[config.mk]
export PLATFORM = sky130hd
export DESIGN_NAME = stage_skid_buffer
export DESIGN_NICKNAME = d
export VERILOG_FILES = /design/src/rtl/stage_skid_buffer_pkg.sv /design/src/rtl/stage_skid_buffer_sat_counter.sv /design/src/rtl/stage_skid_buffer.sv
export SDC_FILE = /design/constraint.sdc
export NUM_CORES = 1
export LEC_CHECK = 0
export CORE_MARGIN = 2
export CORE_UTILIZATION = 45
export CTS_BUF_LIST = sky130_fd_sc_hd__clkbuf_8
export CTS_CLUSTER_SIZE = 30
export DETAILED_ROUTE_END_ITERATION = 12
export PLACE_DENSITY = 0.73
export SLEW_MARGIN = 20
export SYNTH_ARGS = -nofsm -noshare
export SYNTH_HDL_FRONTEND = slang
export SYNTH_HIERARCHICAL = 1
export SYNTH_SLANG_ARGS = --single-unit
export TNS_END_PERCENT = 20
[constraint.sdc]
create_clock -name clk -period 4.38 [get_ports clk]
set_clock_uncertainty 0.15 [all_clocks]
set_input_delay 0.876 -clock clk [delete_from_list [all_inputs] [get_ports clk]]
set_output_delay 0.876 -clock clk [all_outputs]
set_load 0.02 [all_outputs]
[src/rtl/stage_skid_buffer_pkg.sv]
// -----------------------------------------------------------------------------
// stage_skid_buffer_pkg
//
// Purpose : Shared constants and helpers for the two-entry pipeline skid
//           buffer and its optional performance counters.
//
// Contents:
//   DATA_BUS_WIDTH  - default payload width, mirrors the shared bus width
//   PERF_CNT_WIDTH  - width of each performance counter
//   sat_inc()       - saturating increment used by sat_counter
//
// Optional feature macro: STAGE_SKID_PERF_EN (see stage_skid_buffer.sv).
// -----------------------------------------------------------------------------
package stage_skid_buffer_pkg;

    localparam int DATA_BUS_WIDTH = 32;
    localparam int PERF_CNT_WIDTH = 32;

    // Increment a 32-bit counter, sticking at all-ones instead of wrapping.
    function automatic logic [PERF_CNT_WIDTH-1:0] sat_inc(
        input logic [PERF_CNT_WIDTH-1:0] value
    );
        if (&value) begin
            return value;
        end
        return value + PERF_CNT_WIDTH'(1);
    endfunction

endpackage

[src/rtl/stage_skid_buffer_sat_counter.sv]
// -----------------------------------------------------------------------------
// sat_counter
//
// Purpose : 32-bit event counter with enable that saturates at all-ones.
//           Used for the stall and bubble statistics of stage_skid_buffer.
//
// Ports:
//   clk    in   clock, counts on rising edge
//   rst    in   asynchronous active-low reset, loads RESET_VALUE
//   en     in   count this cycle
//   count  out  current counter value
//
// RESET_VALUE exists so a counter can start close to the top of its range
// when the saturation behaviour itself needs exercising.
// -----------------------------------------------------------------------------
module sat_counter
    import stage_skid_buffer_pkg::*;
#(
    parameter logic [PERF_CNT_WIDTH-1:0] RESET_VALUE = '0
) (
    input  logic                      clk,
    input  logic                      rst,
    input  logic                      en,
    output logic [PERF_CNT_WIDTH-1:0] count
);

    always_ff @(posedge clk or negedge rst) begin
        if (!rst) begin
            count <= RESET_VALUE;
        end else if (en) begin
            count <= sat_inc(count);
        end
    end

endmodule

[src/rtl/stage_skid_buffer.sv]
// -----------------------------------------------------------------------------
// stage_skid_buffer
//
// Purpose : Two-entry pipeline stage (main + skid register) that fully
//           decouples the upstream ready from the downstream ready while
//           still sustaining one transfer per cycle. A whole pipeline stage
//           bundle (e.g. MEM-to-WB fields concatenated) can go through one
//           instance instead of per-field stall/flush flops.
//
// Parameters:
//   WIDTH       payload width in bits (1..256), defaults to the data bus width
//   RESET_DATA  value loaded into both data registers on reset
//
// Ports:
//   clk            in   single clock, rising edge
//   rst            in   asynchronous active-low reset
//   flush          in   synchronous flush, drops every held entry
//   in_valid       in   upstream presents in_data
//   in_ready       out  stage accepts a payload this cycle (registered)
//   in_data        in   upstream payload
//   out_valid      out  out_data is valid
//   out_ready      in   downstream consumes out_data this cycle
//   out_data       out  payload to downstream
//   stall_cycles   out  (STAGE_SKID_PERF_EN only) cycles with out_valid & !out_ready
//   bubble_cycles  out  (STAGE_SKID_PERF_EN only) cycles with !out_valid
//
// Handshake: a transfer happens on a side exactly when valid and ready are
// both 1 at a rising edge. Once out_valid is raised, out_valid and out_data
// stay unchanged until out_ready is seen (or flush/reset). in_ready is a flop
// equal to "skid register empty", so nothing combinational runs from
// out_ready to in_ready.
//
// Optional feature macro: STAGE_SKID_PERF_EN adds the two counter outputs.
// -----------------------------------------------------------------------------
module stage_skid_buffer
    import stage_skid_buffer_pkg::*;
#(
    parameter int               WIDTH      = DATA_BUS_WIDTH,
    parameter logic [WIDTH-1:0] RESET_DATA = '0
) (
    input  logic                      clk,
    input  logic                      rst,
    input  logic                      flush,
    input  logic                      in_valid,
    output logic                      in_ready,
    input  logic [WIDTH-1:0]          in_data,
    output logic                      out_valid,
    input  logic                      out_ready,
    output logic [WIDTH-1:0]          out_data
`ifdef STAGE_SKID_PERF_EN
    ,
    output logic [PERF_CNT_WIDTH-1:0] stall_cycles,
    output logic [PERF_CNT_WIDTH-1:0] bubble_cycles
`endif
);

    // Stage state
    logic             main_valid;
    logic [WIDTH-1:0] main_data;
    logic             skid_valid;
    logic [WIDTH-1:0] skid_data;
    logic             in_ready_q;

    // Next-state values
    logic             main_valid_nxt;
    logic [WIDTH-1:0] main_data_nxt;
    logic             skid_valid_nxt;
    logic [WIDTH-1:0] skid_data_nxt;

    logic accept;
    logic release_main;
    logic main_free;

    assign accept       = in_valid & in_ready_q;
    assign release_main = main_valid & out_ready;
    // Main can take a new payload at this edge if it is empty or being drained.
    assign main_free    = ~main_valid | release_main;

    always_comb begin
        main_valid_nxt = main_valid;
        main_data_nxt  = main_data;
        skid_valid_nxt = skid_valid;
        skid_data_nxt  = skid_data;

        if (main_free) begin
            if (skid_valid) begin
                // Older payload waiting in skid has priority; in_ready is
                // already 0 here so no input can be accepted this cycle.
                main_valid_nxt = 1'b1;
                main_data_nxt  = skid_data;
                skid_valid_nxt = 1'b0;
            end else if (accept) begin
                main_valid_nxt = 1'b1;
                main_data_nxt  = in_data;
            end else begin
                main_valid_nxt = 1'b0;
            end
        end else if (accept) begin
            // Main is stalled: park the payload in skid; in_ready falls next cycle.
            skid_valid_nxt = 1'b1;
            skid_data_nxt  = in_data;
        end
    end

    // Control state. Flush wins over any accept/release in the same cycle.
    always_ff @(posedge clk or negedge rst) begin
        if (!rst) begin
            main_valid <= 1'b0;
            skid_valid <= 1'b0;
            in_ready_q <= 1'b1;
        end else if (flush) begin
            main_valid <= 1'b0;
            skid_valid <= 1'b0;
            in_ready_q <= 1'b1;
        end else begin
            main_valid <= main_valid_nxt;
            skid_valid <= skid_valid_nxt;
            in_ready_q <= ~skid_valid_nxt;
        end
    end

    // Data registers keep their contents across a flush; only the valid bits
    // are cleared, so stale data is harmless.
    always_ff @(posedge clk or negedge rst) begin
        if (!rst) begin
            main_data <= RESET_DATA;
            skid_data <= RESET_DATA;
        end else if (!flush) begin
            main_data <= main_data_nxt;
            skid_data <= skid_data_nxt;
        end
    end

    assign in_ready  = in_ready_q;
    assign out_valid = main_valid;
    assign out_data  = main_data;

`ifdef STAGE_SKID_PERF_EN
    // Statistics look only at the output side and ignore flush.
    sat_counter u_stall_cnt (
        .clk   (clk),
        .rst   (rst),
        .en    (main_valid & ~out_ready),
        .count (stall_cycles)
    );

    sat_counter u_bubble_cnt (
        .clk   (clk),
        .rst   (rst),
        .en    (~main_valid),
        .count (bubble_cycles)
    );
`endif

endmodule

==> results of run 1 <==
[cells in the final DEF, fill, tap and decap left out]
master and n:
sky130_fd_sc_hd__nor3_4 1, sky130_fd_sc_hd__bufinv_16 1, sky130_fd_sc_hd__clkinv_2 2, sky130_fd_sc_hd__inv_1 1, sky130_fd_sc_hd__nor2b_1 1, sky130_fd_sc_hd__clkdlybuf4s50_1 69
sky130_fd_sc_hd__mux2_4 30, sky130_fd_sc_hd__dfstp_2 1, sky130_fd_sc_hd__mux2_2 66, sky130_fd_sc_hd__or3_2 1, sky130_fd_sc_hd__clkinvlp_4 1, sky130_fd_sc_hd__dfrtp_1 66
sky130_fd_sc_hd__a21oi_2 1, sky130_fd_sc_hd__nor2_1 1, sky130_fd_sc_hd__buf_2 1, sky130_fd_sc_hd__nand2_1 2, sky130_fd_sc_hd__or3b_4 1, sky130_fd_sc_hd__nor2_8 1
sky130_fd_sc_hd__clkbuf_8 12, sky130_fd_sc_hd__buf_4 3
[state kept, by name, indices dropped and copies added, names as in the netlist]
register / cells
skid_data: 32
skid_valid: 1
in_ready: 1
out_data: 32
out_valid: 1
[cell families after synthesis]
logic type / after synthesis
DFF: 67
buffers and inverters: 11
AOI/OAI and AO/OA: 1
and+or+nand+nor: 8
muxes: 96
[power by group through the flow]
stage                     registers (mW)  clock network [mW]  logic (mW)
after global routing               0.864               0.584       0.526
after global placement             0.852                   0       0.489
after floorplan                    0.916                   0       0.223
after detailed placement           0.854                   0       0.499
final                              0.847               0.537       0.494
after CTS                          0.847               0.554       0.501
[layer usage]
layer / GRT usage, % / vias up / share of wire [%]
met4: 8.239 / 0 / 2.0
met1: 22.74 / 867 / 47
met3: 4.000 / 10 / 4.6
met2: 23.36 / 45 / 46
li1: - / 800 / -
met5: 0 / - / 0
[worst max path at each step]
stage | start | to
after detailed placement | in_valid | out_data[18]
final | in_valid | out_data[18]
after global routing | in_valid | out_data[24]
after global placement | in_valid | out_data[30]
after floorplan | out_ready | skid_data[10]
after CTS | in_valid | out_data[24]
[final cells by class]
| type | instances | share of cell area (%) |
|---|---|---|
| well taps | 80 | 2.510 |
| clock inverters | 4 | 1.192 |
| flip-flops and latches | 67 | 42.08 |
| repair buffers | 73 | 18.01 |
| multi-input cells | 105 | 31.97 |
| clock buffers | 12 | 4.142 |
| inverters | 1 | 0.09413 |
==> metrics.md, run 1 <==
| Metric | Value |
|---|---|
| Final critical-path share of the clock period | 62.81% |
| Post-synthesis instance total | 183 |
| Synth Area per Inst | 16.72 sq um |
| Post-Place Setup Slack | 1241 ps |
| Endpoint of the worst hold path | skid_data[16] |
| Number of cells upsized or downsized after cts | 0 |
| Net switching power | 0.4910 mW |
| Sequential cell area | 0.001678 sq mm |
| Global-route wire length before repair | 9.094 mm |
| Cell count along the critical path | 5 |
| DRC | 0 |
| Pin count of the biggest net entering global routing | 41 |
| Min Clock Period, post-route | 2751 ps |
| Biggest area consumer among synthesized cells | sky130_fd_sc_hd__dfrtp_1 |
| Sequential area share after synthesis | 54.85% |
| Sw frac | 26.15% |
| Multi-input gate area | 0.001275 sq mm |
| Pwr/cell area | 470.9 mW/mm^2 |
| Buffers & Inverters on Critical Path | 2 |
| Cell breakdown of the critical path | clkdlybuf4s50_1 > a21oi_2 > nor3_4 > buf_4 > mux2_2 |
| Post-DP HPWL | 3.554 mm |
| Required time worst endpoint | 4450 ps |
| Max Slew Vio Count | 0 |
| Adder-cell share of the synthesized area | 0% |
| Later-pin clock latency in the skew report | 330 ps |
| Clock root buffer | sky130_fd_sc_hd__clkbuf_8 |
| Post-CTS clock slew at the launch and capture registers of the worst setup and hold paths | 70 ps |
| Worst setup slack after layout | 1629 ps |
| Hold slack | 354.0 ps |
| CTS H-Tree Depth | 3 |
| Async set-reset flop share out of synthesis | 100.0% |
| Part of the total power dissipated in combinational logic | 26.3% |
| DRT Pass-1 Iters | 4 |
| Terminus of the critical flop-to-flop path | out_data[18] |
| Clock power share | 28.6% |
| IO Pins | 71 |
| Diode insertion count for antenna repair | 0 |
| Leading register cell type out of synthesis | sky130_fd_sc_hd__dfrtp_1 |
| Run status | finished clean |
| Count of nets left with antenna violations after detail routing | 0 |
| Aggregate negative setup slack | 0 ps |
| Setup repair after global routing missed its margin | no |
| Syn Nets | 220 |
| Standard-cell rows | 30 |
| CTS Sinks | 67 |
| Compound-gate portion of the synthesized area | 0.2863% |
| Number of global-route vias before repair | 1,840 |
| Hold WC Path Type | flop to flop |
| Leakage power total | 1.693 nW |
| Worst vdd ir | 0.0002151 V |
| Combinational family with the most area after synthesis | multiplexers |
| Crit path max-delay cell type | sky130_fd_sc_hd__nor3_4 |
| Core area | 0.006681 sq mm |
| Synth cell types | 16 |
| Top cells by area, synth | sky130_fd_sc_hd__dfrtp_1, sky130_fd_sc_hd__mux2_2, sky130_fd_sc_hd__mux2_4, sky130_fd_sc_hd__buf_12, sky130_fd_sc_hd__dfstp_2 |
| Power consumption | 1.878 mW |
| Hold path start | skid_data[16] |
| X dimension of the die | 86.45 um |
| Vertical die dimension | 86.45 um |
| Final layout net count | 294 |
| Post-Synth XOR/XNOR Area | 0% |
| Depth of the worst register-to-register path | 4 |
| Hold bufs inserted after CTS | 0 |
| Synthesis-to-layout area growth | 30.35% |
| Average detailed-routed wire length per instance | 16.29 um |
| Number of setup buffers added after CTS | 0 |
| Core occupancy in the finished layout | 59.68% |
| Global placement routability congestion | 0.6634 |
| Clock tree buffer depth | 2 |
| Drt first-iter violations | 55 |
| Number of instances in the placed design | 326 |
| Number of vias per cell after detailed routing | 5.035 |
| Share of cells above drive strength 1 | 46.56% |
| Initial standard-cell utilization of the core | 45.79% |
| Final instance count without filler cells | 342 |
| Type of the worst setup path | primary input to flop |
| Category of the worst setup path capture point | flop |
| Fmax | 363.5 MHz |
| Synthesized-area fraction occupied by and/or/nand/nor cells | 2.372% |
| DR vias | 1,722 |
| Netlist Area Pre-Place | 0.003059 sq mm |
| Mux share of post-synthesis cell area | 39.02% |
| Internal power | 1.387 mW |
| Kind of start point of the critical path | primary input |
| Data arrival time at the worst-slack endpoint | 2820 ps |
| Post-synth top cells | sky130_fd_sc_hd__dfrtp_1, sky130_fd_sc_hd__mux2_2, sky130_fd_sc_hd__mux2_4, sky130_fd_sc_hd__buf_2 |
| Register bit count reported by yosys | 67 |
| Worst R2R Start | in_ready |
| Grt ovf | 0 |
| CP delay by family, top | buffers and inverters |
| Critical path fanouts, max | 20 |
| Total routed wirelength | 5.572 mm |
| Port Buf Inserts | 70 |
| Worst Tran Pin Value | 905.7 ps |
| Clock tree from TritonCTS | yes |
| Die ar. | 0.007474 sq mm |
| Post-DP Area | 0.003775 sq mm |
| Synth Warn # | 6 |
| GR Util All Layers | 16.18% |
| Internal reg-to-reg setup slack | 2110 ps |
| Antenna violations before repair | 0 |
| Seq pwr share | 45.1% |
| Inserted Clock Buffers | 9 |
| Max_cap viols | 0 |
| Setup-failing EPs final | 0 |
| Max transition margin | 39.62% |
| Number of fill cells | 546 |
| Worst Hold Depth | 1 |
| Top-area cell type share of the netlist area | 53.99% |
| Cell area after layout | 0.003988 sq mm |
| Slowest cell delay on critical path | 550 ps |
| Final hold violations | 0 |
| EDFF count, synth | 0 |
No activity file was read; power rests on OpenSTA's default activity.
==> run 2, diff against run 1 <==
Clock period 4.38 ns to 2.8 ns, I/O delays scaled along.
==> metrics.md, run 2 (synthesized netlist as in run 1, its figures left out) <==
| Metric | Value |
|---|---|
| Number of fill cells | 552 |
| Leakage power total | 1.729 nW |
| Routing usage on met2 | 23.08% |
| Pwr/cell area | 735.2 mW/mm^2 |
| Total routed wirelength | 5.391 mm |
| Count of nets left with antenna violations after detail routing | 0 |
| Final critical-path share of the clock period | 78.60% |
| Buffers & Inverters on Critical Path | 1 |
| Post-DP HPWL | 3.558 mm |
| Drt first-iter violations | 26 |
| Final hold violations | 0 |
| CTS Sinks | 67 |
| Hold path start | skid_data[3] |
| Clock tree buffer depth | 2 |
| Min Clock Period, post-route | 2201 ps |
| Synthesis-to-layout area growth | 33.33% |
| Most frequent cells in the layout | sky130_fd_sc_hd__clkdlybuf4s50_1, sky130_fd_sc_hd__mux2_2, sky130_fd_sc_hd__dfrtp_1, sky130_fd_sc_hd__mux2_4, sky130_fd_sc_hd__clkbuf_8 |
| DR vias | 1,711 |
| Met3 track demand over resource | 3.810% |
| Kind of start point of the critical path | flop |
| Busiest metal layer after global routing | met2 |
| Max_cap viols | 0 |
| Number of instances in the placed design | 330 |
| Initial standard-cell utilization of the core | 45.79% |
| Core area | 0.006681 sq mm |
| Later-pin clock latency in the skew report | 340 ps |
| Number of cells upsized or downsized after cts | 0 |
| Data arrival time at the worst-slack endpoint | 1490 ps |
| GR met1 Demand/Resource | 21.61% |
| Crit path max-delay cell type | sky130_fd_sc_hd__clkdlybuf4s50_1 |
| Slowest cell delay on critical path | 600 ps |
| Post-CTS clock slew at the launch and capture registers of the worst setup and hold paths | 70 ps |
| Antenna violations before repair | 0 |
| Setup-failing EPs final | 0 |
| CP delay by family, top | buffers and inverters |
| Critical path fanouts, max | 3 |
| Required time worst endpoint | 2090 ps |
| Depth of the worst register-to-register path | 5 |
| DRC | 0 |
| Fmax | 454.4 MHz |
| Category of the worst setup path capture point | output pin |
| IO Pins | 71 |
| Die ar. | 0.007474 sq mm |
| DRT Pass-1 Iters | 4 |
| CTS H-Tree Depth | 3 |
| Most frequent standard cell in the layout excluding fill and tap cells | sky130_fd_sc_hd__clkdlybuf4s50_1 |
| Standard-cell rows | 30 |
| Worst vdd ir | 0.0003241 V |
| Internal reg-to-reg setup slack | 990 ps |
| Worst Tran Pin Value | 355.3 ps |
| Final instance count without filler cells | 347 |
| Hold WC Path Type | flop to flop |
| Share of cells above drive strength 1 | 47.19% |
| Pin count of the biggest net entering global routing | 55 |
| Global placement routability congestion | 0.7051 |
| Number of vias per cell after detailed routing | 4.931 |
| Max Slew Vio Count | 0 |
| Cell breakdown of the critical path | clkdlybuf4s50_1 |
| Diode insertion count for antenna repair | 0 |
| Type of the worst setup path | flop to output pin |
| Core occupancy in the finished layout | 61.05% |
| Inserted Clock Buffers | 9 |
| Terminus of the critical flop-to-flop path | out_data[18] |
| Setup repair after global routing missed its margin | no |
| Max transition margin | 76.31% |
| Number of global-route vias before repair | 1,795 |
| Final layout net count | 299 |
| Run status | finished clean |
| Global-route wire length before repair | 8.832 mm |
| Vertical die dimension | 86.45 um |
| Clock tree from TritonCTS | yes |
| GR Util All Layers | 15.69% |
| Average detailed-routed wire length per instance | 15.54 um |
| Endpoint of the worst hold path | skid_data[3] |
| X dimension of the die | 86.45 um |
| Port Buf Inserts | 70 |
| Aggregate negative setup slack | 0 ps |
| Worst Hold Depth | 1 |
| Grt ovf | 0 |
| Worst R2R Start | skid_valid |
| Clock root buffer | sky130_fd_sc_hd__clkbuf_8 |
## run 2: changes by cell type in the layout (fill, tap and decap cells not counted), sizes merged
| cell | before | now |
|---|---|---|
| buf | 4 | 8 |
| clkbuf | 12 | 10 |
| bufinv | 1 | 2 |
| dlygate4sd3 | 0 | 1 |
| clkinvlp | 1 | 2 |
## run 2: final cells by class
type                            count  area (sq um)  share of cell area [%]
Clock inverter                      6         88.84                   2.178
Tap cell                           80         100.1                   2.454
Inverter                            1         3.754                 0.09202
Sequential cell                    67          1678                   41.14
Timing Repair Buffer               78         795.8                   19.51
Clock buffer                       10         137.6                   3.374
Multi-Input combinational cell    105          1275                   31.26
## run 2: report_power, final
part	internal (mW)	switching, mW	total (mW)
clock network	0.525	0.368	0.893
logic	0.493	0.285	0.778
registers	1.20	0.126	1.33
total	2.22	0.779	3.00
## run 2: how the worst max path moves through the flow
stage | start | endpoint | slack [ps] | depth (start not counted)
3_3_place_gp | flush | skid_data[0] | 380 | 5
2_1_floorplan | out_ready | skid_data[10] | 930 | 4
6_report | in_ready | in_ready | 600 | 1
3_5_place_dp | flush | skid_data[0] | 360 | 5
5_1_grt | in_ready | in_ready | 550 | 1
4_1_cts | in_ready | in_ready | 570 | 1
## run 2: through the flow
stage | hold slack, ps | cell area (sq um) | total power [mW] | setup slack, ps
floorplan | 114.4 | 3059 | 1.782 | 933.4
global placement | 333.4 | 3842 | 2.104 | 384.0
detailed placement | 338.5 | 3842 | 2.123 | 363.6
CTS | 361.1 | 4079 | 3.039 | 572.6
global route | 376.4 | 4079 | 3.151 | 552.3
finish | 356.6 | 4079 | 2.999 | 599.2
## run 2: timing repair
action,in CTS,in global routing
buffers inserted,0,0
endpoints found under the setup margin,0,0
hold buffers,1,0
hold endpoints to repair,13,0
## run 2: per-layer routing
layer / share of wire (%) / wire (um) / vias up
li1: - / - / 806
met1: 49 / 2643 / 855
met2: 45 / 2441 / 43
met3: 4.1 / 223 / 7
met4: 1.5 / 83 / 0
met5: 0 / 0 / -
